### config.mk
export PLATFORM = sky130hd
export DESIGN_NAME = zx_mem_mapper
export DESIGN_NICKNAME = d
export VERILOG_FILES = /design/src/rtl/zx_mem_mapper.sv
export SDC_FILE = /design/constraint.sdc
export NUM_CORES = 1
export LEC_CHECK = 0
export CORE_UTILIZATION = 36
export DETAILED_ROUTE_END_ITERATION = 7
export GPL_ROUTABILITY_DRIVEN = 1
export PLACE_DENSITY_LB_ADDON = 0.1
export REMOVE_ABC_BUFFERS = 1
export SETUP_SLACK_MARGIN = 0.15
export SYNTH_ARGS = -nofsm -noshare
export SYNTH_HDL_FRONTEND = slang
export SYNTH_SLANG_ARGS = --single-unit
### constraint.sdc
create_clock -name clock -period 1.61 [get_ports clock]
set_input_delay 0.161 -clock clock [delete_from_list [all_inputs] [get_ports clock]]
set_output_delay 0.161 -clock clock [all_outputs]
set_load 0.005 [all_outputs]
### src/rtl/zx_mem_mapper.sv
// ZX Spectrum paging unit: snoops OUTs to 7FFD/1FFD and maps CPU addresses
// onto physical RAM/ROM, with 128K, Pentagon 256/512 and +3 special modes.
module zx_mem_mapper #(
   parameter int RAM_BANK_BITS = 3,
   parameter int ENABLE_1FFD   = 1,
   parameter int FULL_DECODE   = 0
) (
   input  logic                      clock,
   input  logic                      reset_n,
   input  logic [15:0]               A,
   input  logic [7:0]                D,
   input  logic                      nMREQ,
   input  logic                      nIORQ,
   input  logic                      nWR,
   input  logic                      nM1,
   output logic [RAM_BANK_BITS+13:0] mem_addr,
   output logic [15:0]               rom_addr,
   output logic                      mem_rom,
   output logic                      ram_we,
   output logic                      vid_page,
   output logic [7:0]                port_7ffd,
   output logic [7:0]                port_1ffd,
   output logic                      locked
);

   logic                     io_wr;
   logic                     io_wr_d;
   logic                     wr_event;
   logic                     hit_7ffd;
   logic                     hit_1ffd;
   logic                     pend_7ffd_reg;
   logic                     pend_1ffd_reg;
   logic [7:0]               wr_data_reg;
   logic [7:0]               port_7ffd_reg;
   logic [7:0]               port_1ffd_reg;
   logic [RAM_BANK_BITS-1:0] c000_bank;
   logic [RAM_BANK_BITS-1:0] bank;
   logic [2:0]               special_bank;

   // nM1 low with nIORQ low is an interrupt acknowledge, never a port write
   assign io_wr    = ~nIORQ & ~nWR & nM1;
   assign wr_event = io_wr & ~io_wr_d;

   generate
      if (FULL_DECODE != 0) begin : g_full_decode
         assign hit_7ffd = (A == 16'h7FFD);
         assign hit_1ffd = (A == 16'h1FFD);
      end else begin : g_partial_decode
         assign hit_7ffd = (A[15:14] == 2'b01)   && !A[1];
         assign hit_1ffd = (A[15:12] == 4'b0001) && !A[1];
      end
   endgenerate

   // Address/data are captured on the edge-detect clock and committed one
   // clock later, so a long-held strobe cannot re-trigger or pick up late data.
   always_ff @(posedge clock or negedge reset_n) begin
      if (!reset_n) begin
         io_wr_d       <= 1'b0;
         pend_7ffd_reg <= 1'b0;
         pend_1ffd_reg <= 1'b0;
         wr_data_reg   <= 8'h00;
         port_7ffd_reg <= 8'h00;
         port_1ffd_reg <= 8'h00;
      end else begin
         io_wr_d       <= io_wr;
         pend_7ffd_reg <= wr_event & hit_7ffd;
         pend_1ffd_reg <= wr_event & hit_1ffd & (ENABLE_1FFD != 0);
         if (wr_event) begin
            wr_data_reg <= D;
         end
         if (pend_7ffd_reg && !port_7ffd_reg[5]) begin
            port_7ffd_reg <= wr_data_reg;
         end
         if (pend_1ffd_reg && !port_7ffd_reg[5]) begin
            port_1ffd_reg <= wr_data_reg;
         end
      end
   end

   assign port_7ffd = port_7ffd_reg;
   assign port_1ffd = port_1ffd_reg;
   assign locked    = port_7ffd_reg[5];
   assign vid_page  = port_7ffd_reg[3];

   // Extra high bank bits come from the Pentagon-style 7FFD bits 6 and 7
   generate
      if (RAM_BANK_BITS == 3) begin : g_bank_128k
         assign c000_bank = port_7ffd_reg[2:0];
      end else if (RAM_BANK_BITS == 4) begin : g_bank_256k
         assign c000_bank = {port_7ffd_reg[6], port_7ffd_reg[2:0]};
      end else begin : g_bank_512k
         assign c000_bank = {port_7ffd_reg[7], port_7ffd_reg[6], port_7ffd_reg[2:0]};
      end
   endgenerate

   always_comb begin
      special_bank = 3'd0;
      case ({port_1ffd_reg[2:1], A[15:14]})
         4'b00_00: special_bank = 3'd0;
         4'b00_01: special_bank = 3'd1;
         4'b00_10: special_bank = 3'd2;
         4'b00_11: special_bank = 3'd3;
         4'b01_00: special_bank = 3'd4;
         4'b01_01: special_bank = 3'd5;
         4'b01_10: special_bank = 3'd6;
         4'b01_11: special_bank = 3'd7;
         4'b10_00: special_bank = 3'd4;
         4'b10_01: special_bank = 3'd5;
         4'b10_10: special_bank = 3'd6;
         4'b10_11: special_bank = 3'd3;
         4'b11_00: special_bank = 3'd4;
         4'b11_01: special_bank = 3'd7;
         4'b11_10: special_bank = 3'd6;
         default:  special_bank = 3'd3;
      endcase
   end

   always_comb begin
      bank    = '0;
      mem_rom = 1'b0;
      if (port_1ffd_reg[0]) begin
         bank[2:0] = special_bank;
      end else begin
         case (A[15:14])
            2'b00:   mem_rom = 1'b1;
            2'b01:   bank[2:0] = 3'd5;
            2'b10:   bank[2:0] = 3'd2;
            default: bank = c000_bank;
         endcase
      end
   end

   assign mem_addr = {bank, A[13:0]};
   assign rom_addr = {port_1ffd_reg[2], port_7ffd_reg[4], A[13:0]};
   assign ram_we   = ~nMREQ & ~nWR & ~mem_rom;

endmodule

## Word-level counts from Yosys, hierarchy flattened

Memories as Yosys holds them, arrays and structs flattened.
Cells that the tools add are included.

- Register bits after elaboration: 27
- Output and inout bits: 53
- Memory bits (read-only): 48
- Memories kept: 1
- Word-level logic and storage cells: 33
- Input port bits: 30

- Reduce and logical (&&, ||, !) cells: 7
- Eq/ne operators: 3
- Bitwise logic cells: 12
- Mux-type cells: 4

Memories:

| name | depth | width | rd ports | clocked after Yosys merged registers in | write ports | RTL line | RTL |
|---|---|---|---|---|---|---|---|
| (no name shown) | 16 | 3 | 1 | 0 | 0 | 98 | `case ({port_1ffd_reg[2:1], A[15:14]})` |

Operators with widths:

| kind | number |
|---|---|
| case mux 3 bit (3 select lines) | 1 |
| AND 1 bit | 7 |
| inverter 1 bit | 5 |
| equality test 4 x 1 -> 1 bit, second input constant | 1 |
| logical AND 1 bit | 4 |
| two-way mux 3 bit | 1 |
| equality test 2 x 1 -> 1 bit, second input constant | 1 |
| equality test 2 bit, second input constant | 1 |
| zero test 1 bit | 2 |
| zero test 2 bit | 1 |
| two-way mux 1 bit | 2 |

## Depth between registers and ports, before layout

- Depth after elaboration: 5
- Mapped depth: 3
- Mapped depth without buffers: 2

## Least setup slack after synthesis

Ideal clock, no wire load.

- Path kind: reg2reg
- From: register io_wr_d
- To: register wr_data_reg[0]
- Slack: 296 ps
- Data required time: 1485 ps
- Arrival time: 1189 ps
- Cell stages (with the launch flop): 3
- Path through: dfrtp_1 -> nor4b_4 -> mux2_2

- Word-level cells in the longest chain between the ends: 2

RTL lines:

| what | RTL line | RTL |
|---|---|---|
| start: declaration | 27 | `logic io_wr_d;` |
| start signal: assignment | 65 | `io_wr_d <= io_wr;` |
| inverter 1 bit | 42 | `assign wr_event = io_wr & ~io_wr_d;` |
| AND 1 bit | 42 |  |
| end signal: assignment | 61 | `wr_data_reg <= 8'h00;` |
| end signal: assignment | 69 | `wr_data_reg <= D;` |
| end: declaration | 33 | `logic [7:0] wr_data_reg;` |

Every way passes these cells.
A chain may end at the register's enable or synchronous reset.

## Final worst setup path

- From: register port_1ffd_reg[0], in the netlist port_1ffd[0]
- To: output mem_addr[14]

- Word-level cells in the longest chain between the ends: 1

RTL lines:

| what | RTL line | RTL |
|---|---|---|
| start: declaration | 35 | `logic [7:0] port_1ffd_reg;` |
| start signal: assignment | 75 | `port_1ffd_reg <= wr_data_reg;` |
| two-way mux 3 bit | 121 | `if (port_1ffd_reg[0]) begin` |
| end: declaration | 16 | `output logic [RAM_BANK_BITS+13:0] mem_addr,` |

Every way passes these cells.

==> results_dict.tcl <==
set metrics [dict create \
    synth_top_cell_by_area "dfrtp_1" \
    cp_slowest_stage_delay_ns 0.45 \
    vdd_drop_max_v 0.000423 \
    arrival_ns 1.26 \
    intPower_mw 1.27 \
    die_h_microns 62.9 \
    place.port_buffers 49 \
    power_leakage_nw 0.837 \
    required_ns 1.45 \
    rsz0062_at_grt "true" \
    fin_nets 172 \
    antenna_left 0 \
    diodes 0 \
    maxSlewViolCount 0 \
    vias 887 \
    cp_max_fo 5 \
    die_x_microns 62.9 \
    synthArstFlopShare_pct 100 \
    final_common_cell "clkdlybuf4s50_1" \
    p_sw_mw 0.397 \
    syn_avg_cell_area_sq_um 12.5 \
    routed_wl_microns 2860 \
    setup_ws_ns 0.191 \
    drt_iter0_markers 32 \
    fin_crit_sh_pct 88.1 \
    io_pins 83 \
    start_kind "flip-flop" \
    cts_buffers 3 \
    end_kind "output pin" \
    status "finished, final reports clean" \
    cp_num_buf_inv 2 \
    grt-busiest-layer "met2" \
    final_cell_mix "clkdlybuf4s50_1, dfrtp_1, mux2_2" \
    met1_usage_pct 18.9 \
    pre_cts_ws_ns -0.164 \
    worst_path_max_delay_cell "dfrtp_2" \
    syn_inst 107 \
    final_area_sq_um 1800 \
    clk_latency_ns 0.26 \
    floorplan.initialDensity_pct 38.8 \
    worst_pin_slew_ns 0.337 \
    skew_ns 0.00130 \
    cp_cell_sequence "buf_4 > nor2_2 > a21oi_1 > dlygate4sd2_1" \
    drt-wirelength-per-cell_microns 15.3 \
    grt_pass1_vias 955 \
    num-fill-cells 324 \
    synth-seq-cells 27 \
    cts-root-buf "clkbuf_8" \
    cts_max_path_buffers 2 \
    timing.fmax_ghz 0.705 \
    layout-drive-gt1-share_pct 35.5 \
    setup_viol 0 \
    drc 0 \
    rows 21 \
    yosysSeqAreaShare_pct 50.6 \
    postPlaceCellArea_sq_um 1700 \
    final-hold-violation-count 0 \
    routabilityCongestion 0.770 \
    viasPerCell 4.74 \
    core_sq_um 3440 \
    netlist_area_sq_um 1340 \
    p_clk_share_pct 22.0 \
    multiInputGateArea_sq_um 419 \
    drv_cap 0 \
    grt_pass1_wl_microns 4710 \
    cts_tree "built" \
    pwr-share-seq_pct 51.9 \
    worstSetupPathType "reg2out" \
    synth_enable_flop_cells 0 \
    max_slew_margin_pct 77.5 \
    min_path_type "in2async" \
    path_delay_family "flip-flops" \
    min_period_ns 1.42 \
    grt_util_met3_pct 7.30 \
    grt_max_degree 28 \
    synthTopCellsByArea "dfrtp_1, mux2_2, buf_4" \
    track_usage_pct 15.3 \
    path_clk_slew_ns 0.08 \
    antenna_found_initial 0 \
    htree_levels 1 \
    p_comb_share_pct 26.2 \
    synth_top_area_share_pct 50.6 \
    first_pass_iters 4 \
    register_area_sq_um 677 \
    use_met2_pct 24.1 \
    ys_types 20 \
    gr-total-overflow 0 \
    switching_share_pct 23.8 \
    power_density_nw_per_um2 929 \
    yosysWarnings 0 \
    area_delta_synth_final_pct 34.5 \
    clock_sinks 27 \
    hpwl_microns 2070 \
    synth_ff_type "dfrtp_1" \
    die_area_sq_um 3960 \
]
-- synthesized netlist by cell type (all sizes together) (2+ instances only) --
master	instances
dfrtp	27
nor2b	4
mux2	23
nor3	2
buf	32
inv	2
clkbuf	2
and3	2
nor2	3
-- cells by family (layout without fill, tap and decap cells) --
group	count (synthesis)	in the layout	share of synthesized area (%)
flops	27	27	50.6
compound gates	5	5	2.53
mux	23	23	19.4
simple gates	16	16	8.34
buf+inv	36	70	19.1
-- per-layer routing --
layer | wire [microns] | vias up | part of all wire (%)
li1 | - | 400 | -
met1 | 1230 | 418 | 43
met2 | 1310 | 67 | 46
met3 | 310 | 2 | 11
met4 | 14 | 0 | 0.49
met5 | 0 | - | 0
-- path summary, 6_finish.rpt --
| kind | slack, ns | cells after the start | start | endpoint |
|---|---|---|---|---|
| min in group clock | 0.32 | 0 | A[11] | mem_addr[11] |
| max in group asynchronous | 1.07 | 2 | reset_n | port_1ffd[0] |
| worst max-delay path | 0.19 | 4 | port_1ffd[0] | mem_addr[14] |
| worst min register to register | 0.49 | 1 | pend_7ffd_reg | port_7ffd[5] |
| worst max register to register | 0.33 | 3 | io_wr_d | wr_data_reg[0] |
| worst min-delay path | 0.27 | 2 | reset_n | wr_data_reg[2] |
-- timing repair --
item / 4_1_cts / 5_1_grt
hold buffers: 0 / 0
pin swaps: 1 / 0
setup buffers: 5 / 1
resized for setup: 9 / 8
cloned: 0 / 0
setup endpoints to repair: 6 / 5
-- worst register-to-register path: stages (launching register included) --
cell and delay, ns:
dfrtp_1 0.40, nor4b_4 0.23, buf_4 0.20, mux2_2 0.34
-- final cells by class --
type                    count  area share (%)
flip-flops and latches     27            37.7
repair buffers             64            32.8
multi-input cells          44            23.3
well taps                  46            3.21
clock buffers               4            2.51
inverters                   2           0.418
-- metrics by stage --
step	utilization (%)	cells	hold slack, ns	total power, mW	TNS [ns]
final	52.2	187	0.266	1.67	0
after global routing	52.2	187	0.304	1.77	0
after CTS	51.8	186	0.277	1.69	0
after detailed placement	49.5	177	0.322	1.31	-0.588
after global placement	49.5	177	0.322	1.30	-0.411
after floorplan	-	73	-0.135	0.991	0
-- power groups by stage --
stage                     combinational [mW]  sequential [mW]  clock, mW
after floorplan                        0.121            0.869          0
after global placement                 0.422            0.877          0
after detailed placement               0.427            0.882          0
after CTS                              0.439            0.866      0.388
after global routing                   0.471            0.884      0.417
final                                  0.437            0.865      0.366
(Power assumes the default switching activity.)
